### config.mk
export PLATFORM = sky130hd
export DESIGN_NAME = reg_bank_sb
export DESIGN_NICKNAME = d
export VERILOG_FILES = /design/src/rtl/reg_bank_pkg.sv /design/src/rtl/reg_bank_rd_port.sv /design/src/rtl/reg_bank_sb.sv
export SDC_FILE = /design/constraint.sdc
export NUM_CORES = 2
export LEC_CHECK = 0
export CAP_MARGIN = 0
export CORE_ASPECT_RATIO = 1.75
export CORE_UTILIZATION = 55
export DETAILED_ROUTE_END_ITERATION = 8
export GPL_ROUTABILITY_DRIVEN = 0
export HOLD_SLACK_MARGIN = 0.03
export PLACE_DENSITY = 0.76
export SETUP_SLACK_MARGIN = 0.15
export SYNTH_ARGS = -nofsm -noshare
export SYNTH_HDL_FRONTEND = slang
export SYNTH_SLANG_ARGS = --single-unit
### constraint.sdc
create_clock -name clk -period 5.4 [get_ports clk]
set_input_delay 1.08 -clock clk [delete_from_list [all_inputs] [get_ports clk]]
set_output_delay 1.08 -clock clk [all_outputs]
set_load 0.03 [all_outputs]
### src/rtl/reg_bank_pkg.sv
// Shared constants and helpers for the register bank and its read ports.
package reg_bank_pkg;

  localparam int DEF_DATA_W = 32;
  localparam int DEF_ADDR_W = 5;
  localparam int DEF_NUM_RD = 2;

  // Register index that is hardwired to zero when ZERO_REG is enabled.
  localparam int ZERO_ADDR = 0;

  // Low bit of field idx inside a flattened vector of width-bit fields.
  function automatic int slice_lo(input int idx, input int width);
    return idx * width;
  endfunction

endpackage

### src/rtl/reg_bank_rd_port.sv
// One combinational read port: bypass mux, zero-register force, busy mask.
module reg_bank_rd_port
  import reg_bank_pkg::*;
#(
  parameter int DATA_W   = DEF_DATA_W,
  parameter int ADDR_W   = DEF_ADDR_W,
  parameter bit BYPASS   = 1'b1,
  parameter bit ZERO_REG = 1'b1
) (
  input  logic              rst,
  input  logic [ADDR_W-1:0] addr,
  input  logic [DATA_W-1:0] stored_data,
  input  logic              stored_busy,
  input  logic              wr0_en,
  input  logic [ADDR_W-1:0] wr0_addr,
  input  logic [DATA_W-1:0] wr0_data,
  input  logic              wr1_en,
  input  logic [ADDR_W-1:0] wr1_addr,
  input  logic [DATA_W-1:0] wr1_data,
  output logic [DATA_W-1:0] data,
  output logic              busy
);

  // Select stored or forwarded value; zero register and reset override last.
  always_comb begin
    data = stored_data;
    busy = stored_busy;
    if (BYPASS) begin
      if (wr1_en && (wr1_addr == addr)) begin
        data = wr1_data;
        busy = 1'b0;
      end else if (wr0_en && (wr0_addr == addr)) begin
        data = wr0_data;
        busy = 1'b0;
      end
    end
    if (ZERO_REG && (addr == ADDR_W'(ZERO_ADDR))) begin
      data = '0;
      busy = 1'b0;
    end
    if (rst) begin
      data = '0;
      busy = 1'b0;
    end
  end

endmodule

### src/rtl/reg_bank_sb.sv
// Multi-ported register bank with per-register busy scoreboard.
// Storage, busy vector, write arbitration and busy counter live here;
// read ports are replicated sub-modules.
//
// Reservation handshake: rsv_en is a valid, rsv_ready is a ready; a
// reservation is taken on a rising edge only when both are high, and
// rsv_en without rsv_ready is simply dropped (the issuer must stall).
module reg_bank_sb
  import reg_bank_pkg::*;
#(
  parameter int DATA_W   = DEF_DATA_W,
  parameter int ADDR_W   = DEF_ADDR_W,
  parameter int NUM_RD   = DEF_NUM_RD,
  parameter bit BYPASS   = 1'b1,
  parameter bit ZERO_REG = 1'b1
) (
  input  logic                     clk,
  input  logic                     rst,
  input  logic                     wr0_en,
  input  logic [ADDR_W-1:0]        wr0_addr,
  input  logic [DATA_W-1:0]        wr0_data,
  input  logic                     wr1_en,
  input  logic [ADDR_W-1:0]        wr1_addr,
  input  logic [DATA_W-1:0]        wr1_data,
  input  logic [NUM_RD*ADDR_W-1:0] rd_addr,
  output logic [NUM_RD*DATA_W-1:0] rd_data,
  output logic [NUM_RD-1:0]        rd_busy,
  input  logic                     rsv_en,
  input  logic [ADDR_W-1:0]        rsv_addr,
  output logic                     rsv_ready,
  output logic [ADDR_W:0]          busy_cnt
);

  localparam int DEPTH = 2 ** ADDR_W;
  localparam int CNT_W = ADDR_W + 1;

  logic [DATA_W-1:0] regs [DEPTH];
  logic [DEPTH-1:0]  busy;
  logic [DEPTH-1:0]  busy_next;
  logic [CNT_W-1:0]  cnt_next;

  logic w0_eff, w1_eff, rsv_eff;
  logic inc, dec0, dec1;

  // Reservation is possible when the target is idle or is the zero register.
  always_comb begin
    rsv_ready = !rst &&
                (!busy[rsv_addr] || (ZERO_REG && (rsv_addr == ADDR_W'(ZERO_ADDR))));
  end

  // Effective events: writes and reservations to a hardwired x0 do nothing.
  always_comb begin
    w0_eff  = wr0_en && !(ZERO_REG && (wr0_addr == ADDR_W'(ZERO_ADDR)));
    w1_eff  = wr1_en && !(ZERO_REG && (wr1_addr == ADDR_W'(ZERO_ADDR)));
    rsv_eff = rsv_en && rsv_ready && !(ZERO_REG && (rsv_addr == ADDR_W'(ZERO_ADDR)));
  end

  // Next busy vector: writes clear, a same-cycle reservation wins.
  always_comb begin
    busy_next = busy;
    if (w0_eff) busy_next[wr0_addr] = 1'b0;
    if (w1_eff) busy_next[wr1_addr] = 1'b0;
    if (rsv_eff) busy_next[rsv_addr] = 1'b1;
  end

  // Incremental busy count; a double write to one register clears it once.
  // An accepted reservation always targets an idle register, so a write to
  // the same address in that cycle finds the bit clear and does not count.
  always_comb begin
    inc      = rsv_eff && !busy[rsv_addr];
    dec0     = w0_eff && busy[wr0_addr];
    dec1     = w1_eff && busy[wr1_addr] && !(w0_eff && (wr0_addr == wr1_addr));
    cnt_next = busy_cnt + CNT_W'(inc) - CNT_W'(dec0) - CNT_W'(dec1);
  end

  // Data array: port 1 is written last so it wins on a shared address.
  always_ff @(posedge clk) begin
    if (rst) begin
      for (int i = 0; i < DEPTH; i++) regs[i] <= '0;
    end else begin
      if (w0_eff) regs[wr0_addr] <= wr0_data;
      if (w1_eff) regs[wr1_addr] <= wr1_data;
    end
  end

  // Busy vector and counter.
  always_ff @(posedge clk) begin
    if (rst) begin
      busy     <= '0;
      busy_cnt <= '0;
    end else begin
      busy     <= busy_next;
      busy_cnt <= cnt_next;
    end
  end

  for (genvar g = 0; g < NUM_RD; g++) begin : g_rd
    logic [ADDR_W-1:0] a;
    assign a = rd_addr[slice_lo(g, ADDR_W) +: ADDR_W];

    reg_bank_rd_port #(
      .DATA_W  (DATA_W),
      .ADDR_W  (ADDR_W),
      .BYPASS  (BYPASS),
      .ZERO_REG(ZERO_REG)
    ) u_rd (
      .rst        (rst),
      .addr       (a),
      .stored_data(regs[a]),
      .stored_busy(busy[a]),
      .wr0_en     (wr0_en),
      .wr0_addr   (wr0_addr),
      .wr0_data   (wr0_data),
      .wr1_en     (wr1_en),
      .wr1_addr   (wr1_addr),
      .wr1_data   (wr1_data),
      .data       (rd_data[slice_lo(g, DATA_W) +: DATA_W]),
      .busy       (rd_busy[g])
    );
  end

endmodule

==> results.cfg <==
[route]
drcViolationCount = 0
drt_pass1_iterations = 6
via_per_inst = 8.37
route.detailed.wl_per_inst_um = 42.3
wl_mm = 249
num_vias = 49300
drtAntennaViolNets = 0
drt-initial-drc-count = 9363

[worst_setup_path]
crit_path_start_kind = primary input
slowest_delay_ns = 0.57
worst-path-buf-inv = 4
worstPathMaxFanout = 15
crit_chain = clkdlybuf4s50_1 -> buf_4 -> xor2_1 -> nor4_2 -> nand3_2 -> nand2b_2 -> buf_4 -> o22ai_1 -> o21ai_1 -> buf_12
arrival_ns = 4.10
crit_slowest_cell = clkdlybuf4s50_1
crit_family = buffers and inverters
crit_top_cell = buf_4
path_class = primary input to primary output
crit_required_ns = 4.32
worst_setup_path_end_kind = primary output

[synth]
ys_seq_elements = 1062
ys_seq_area_share_pct = 50.3
yosys_warnings = 0
synth_cell_type_count = 67
synth-edff-count = 1024
synthCells = 4416
syn_area_um2 = 62600
avgSynthCellArea_um2 = 14.2
ys_async_sr_fraction_pct = 0
synth-main-ff-cell = edfxtp_1

[floorplanning]
dieArea_um2 = 115000
fp.coreArea_um2 = 113000
die_y_um = 448
die_w_um = 257
pin_count = 167
start_util_pct = 55.5
rows = 163

[timing]
clock.fmax_mhz = 193
worst_slack_ns = 0.223
fin_setup_tns_ns = 0
finalHoldViolCount = 0
min_period_over_period_pct = 95.9
tightest_slew_ns = 1.46
slew_violations = 0
fin_crit_ns = 5.18
finClkSkew_ns = 0.0394
setup_viol = 0
slew_headroom_pct = 2.19
rsz0062_at_grt = false

[power_and_ir_drop]
internal-power_mw = 15.0
combPwrFrac_pct = 16.3
ir_drop_mv = 0.266
netSwitchingFraction_pct = 27.3
p_leak_nw = 23.8
p_sw_mw = 5.64
pwr_density_cell_nw_per_um2 = 293
power_frac_seq_pct = 47.6
clock_power_share_pct = 36.1

[placed_design]
io_buffers = 166
hpwl_mm = 157
pre_cts_ws_ns = 0.0751

[outcome]
status = completed

[clock_network]
insertion_delay_ns = 0.77
htreeDepth = 3
cts_tree = done
clkSinkCount = 1062
numCtsBuffers = 96
path_clk_slew_ns = 0.06
cts_buffer_depth = 3
cts_root_buffer = clkbuf_16

[grt]
grt_pass1_wl_mm = 348
grt_max_degree = 62
gr-usage-all-layers_pct = 43.1
antenna_found_initial = 8
overflow = 0
grt_pass1_vias = 49100

[layout]
syn_to_final_growth_pct = 12.5
mostFrequentLayoutCell = edfxtp_1
fin_nets = 4418
final_util_pct = 62.5
layout_common_cells = edfxtp_1 (1024), a22o_1 (992), mux4_2 (550)
drive_gt1_share_pct = 26.9

[run]
cap_violations = 0

[min_path]
min_path_type = flip-flop to flip-flop
## synth_stat cells, drive strengths merged (29+ instances only)
cell type / instances / area share (%)
nor2: 137 / 0.86
a22o: 992 / 14
clkbuf: 300 / 1.8
a22oi: 126 / 1.5
nor3: 57 / 0.53
mux4: 550 / 20
dfxtp: 38 / 1.2
edfxtp: 1024 / 49
buf: 366 / 3.1
a32o: 29 / 0.46
nand2: 205 / 1.2
mux2i: 113 / 1.8
o21ai: 127 / 1.0
o22ai: 99 / 0.99
nand3: 43 / 0.37
inv: 47 / 0.28
## layer usage
| layer | GRT usage [%] | share of wire, % | up-vias |
|---|---|---|---|
| li1 | - | - | 18200 |
| met1 | 45.1 | 27 | 23800 |
| met2 | 67.1 | 46 | 5595 |
| met3 | 15.3 | 15 | 1791 |
| met4 | 41.9 | 12 | 8 |
| met5 | 0.168 | 0.022 | - |
## what timing repair did
item | CTS | global route
setup buffers | 0 | 0
resized for setup | 2 | 3
endpoints found under the setup margin | 2 | 24
hold buffers | 0 | 0
## cell type report
cell class,count,area [µm²]
timing repair buffer,437,5020
inverter,47,176
sequential,1062,31500
clock buffer,107,2470
fill,7992,42300
multi-input combinational,2672,28600
tap,1485,1860
antenna,4,10.0
clock inverter,75,868
## metrics by stage
stage	hold slack [ns]	power [mW]	cell area [µm²]	instances
after global placement	0.553	13.1	67100	5703
after floorplan	0.477	11.8	62700	4447
after CTS	0.571	20.4	70500	5885
after detailed placement	0.560	13.2	67100	5703
final	0.577	20.6	70500	5889
after global routing	0.582	21.0	70500	5886
## kinds of logic (layout without fill, tap and decap cells)
| family | after synthesis | count (layout) | share of synthesized area, % |
|---|---|---|---|
| AOI/OAI and AO/OA | 1402 | 1402 | 18.2 |
| DFF | 1062 | 1062 | 50.3 |
| buffers and inverters | 713 | 666 | 5.17 |
| muxes | 665 | 665 | 21.6 |
| adders and majority gates | 8 | 8 | 0.184 |
| and+or+nand+nor | 536 | 536 | 4.09 |
| other | 1 | 36 | 0.00599 |
| xor gates and xnor gates | 29 | 29 | 0.406 |
## registers in the layout (all words and copies together), names as in the netlist
signal    cells
busy_cnt      6
busy         32
regs       1024
## power by group through the flow
stage | Combinational [mW] | Clock (mW) | Sequential (mW)
floorplan | 1.96 | 0 | 9.87
detailed placement | 3.23 | 0 | 9.96
finish | 3.36 | 7.46 | 9.81
CTS | 3.24 | 7.39 | 9.79
global route | 3.42 | 7.69 | 9.84
global placement | 3.19 | 0 | 9.90
## worst reg2reg max path, delay by kind of cell, from the launching register on
kind / cells / cell delay, ns
AO/OA/AOI/OAI: 3 / 0.52
XOR/XNOR: 1 / 0.13
adder cells (fa/ha/maj): 4 / 1.34
buffers and inverters: 1 / 0.05
flip-flops: 1 / 0.45
multiplexers: 1 / 0.52
AND/OR/NAND/NOR: 3 / 0.59
## final timing paths
check | from | end | slack [ns] | depth (start not counted)
worst max-delay path | wr0_addr[2] | rd_data[12] | 0.22 | 10
worst min-delay path | busy[0] | busy[0] | 0.58 | 1
worst max register to register | busy[19] | busy_cnt[5] | 1.67 | 13
worst min register to register | busy[0] | busy[0] | 0.58 | 1
(Power assumes the default switching activity.)
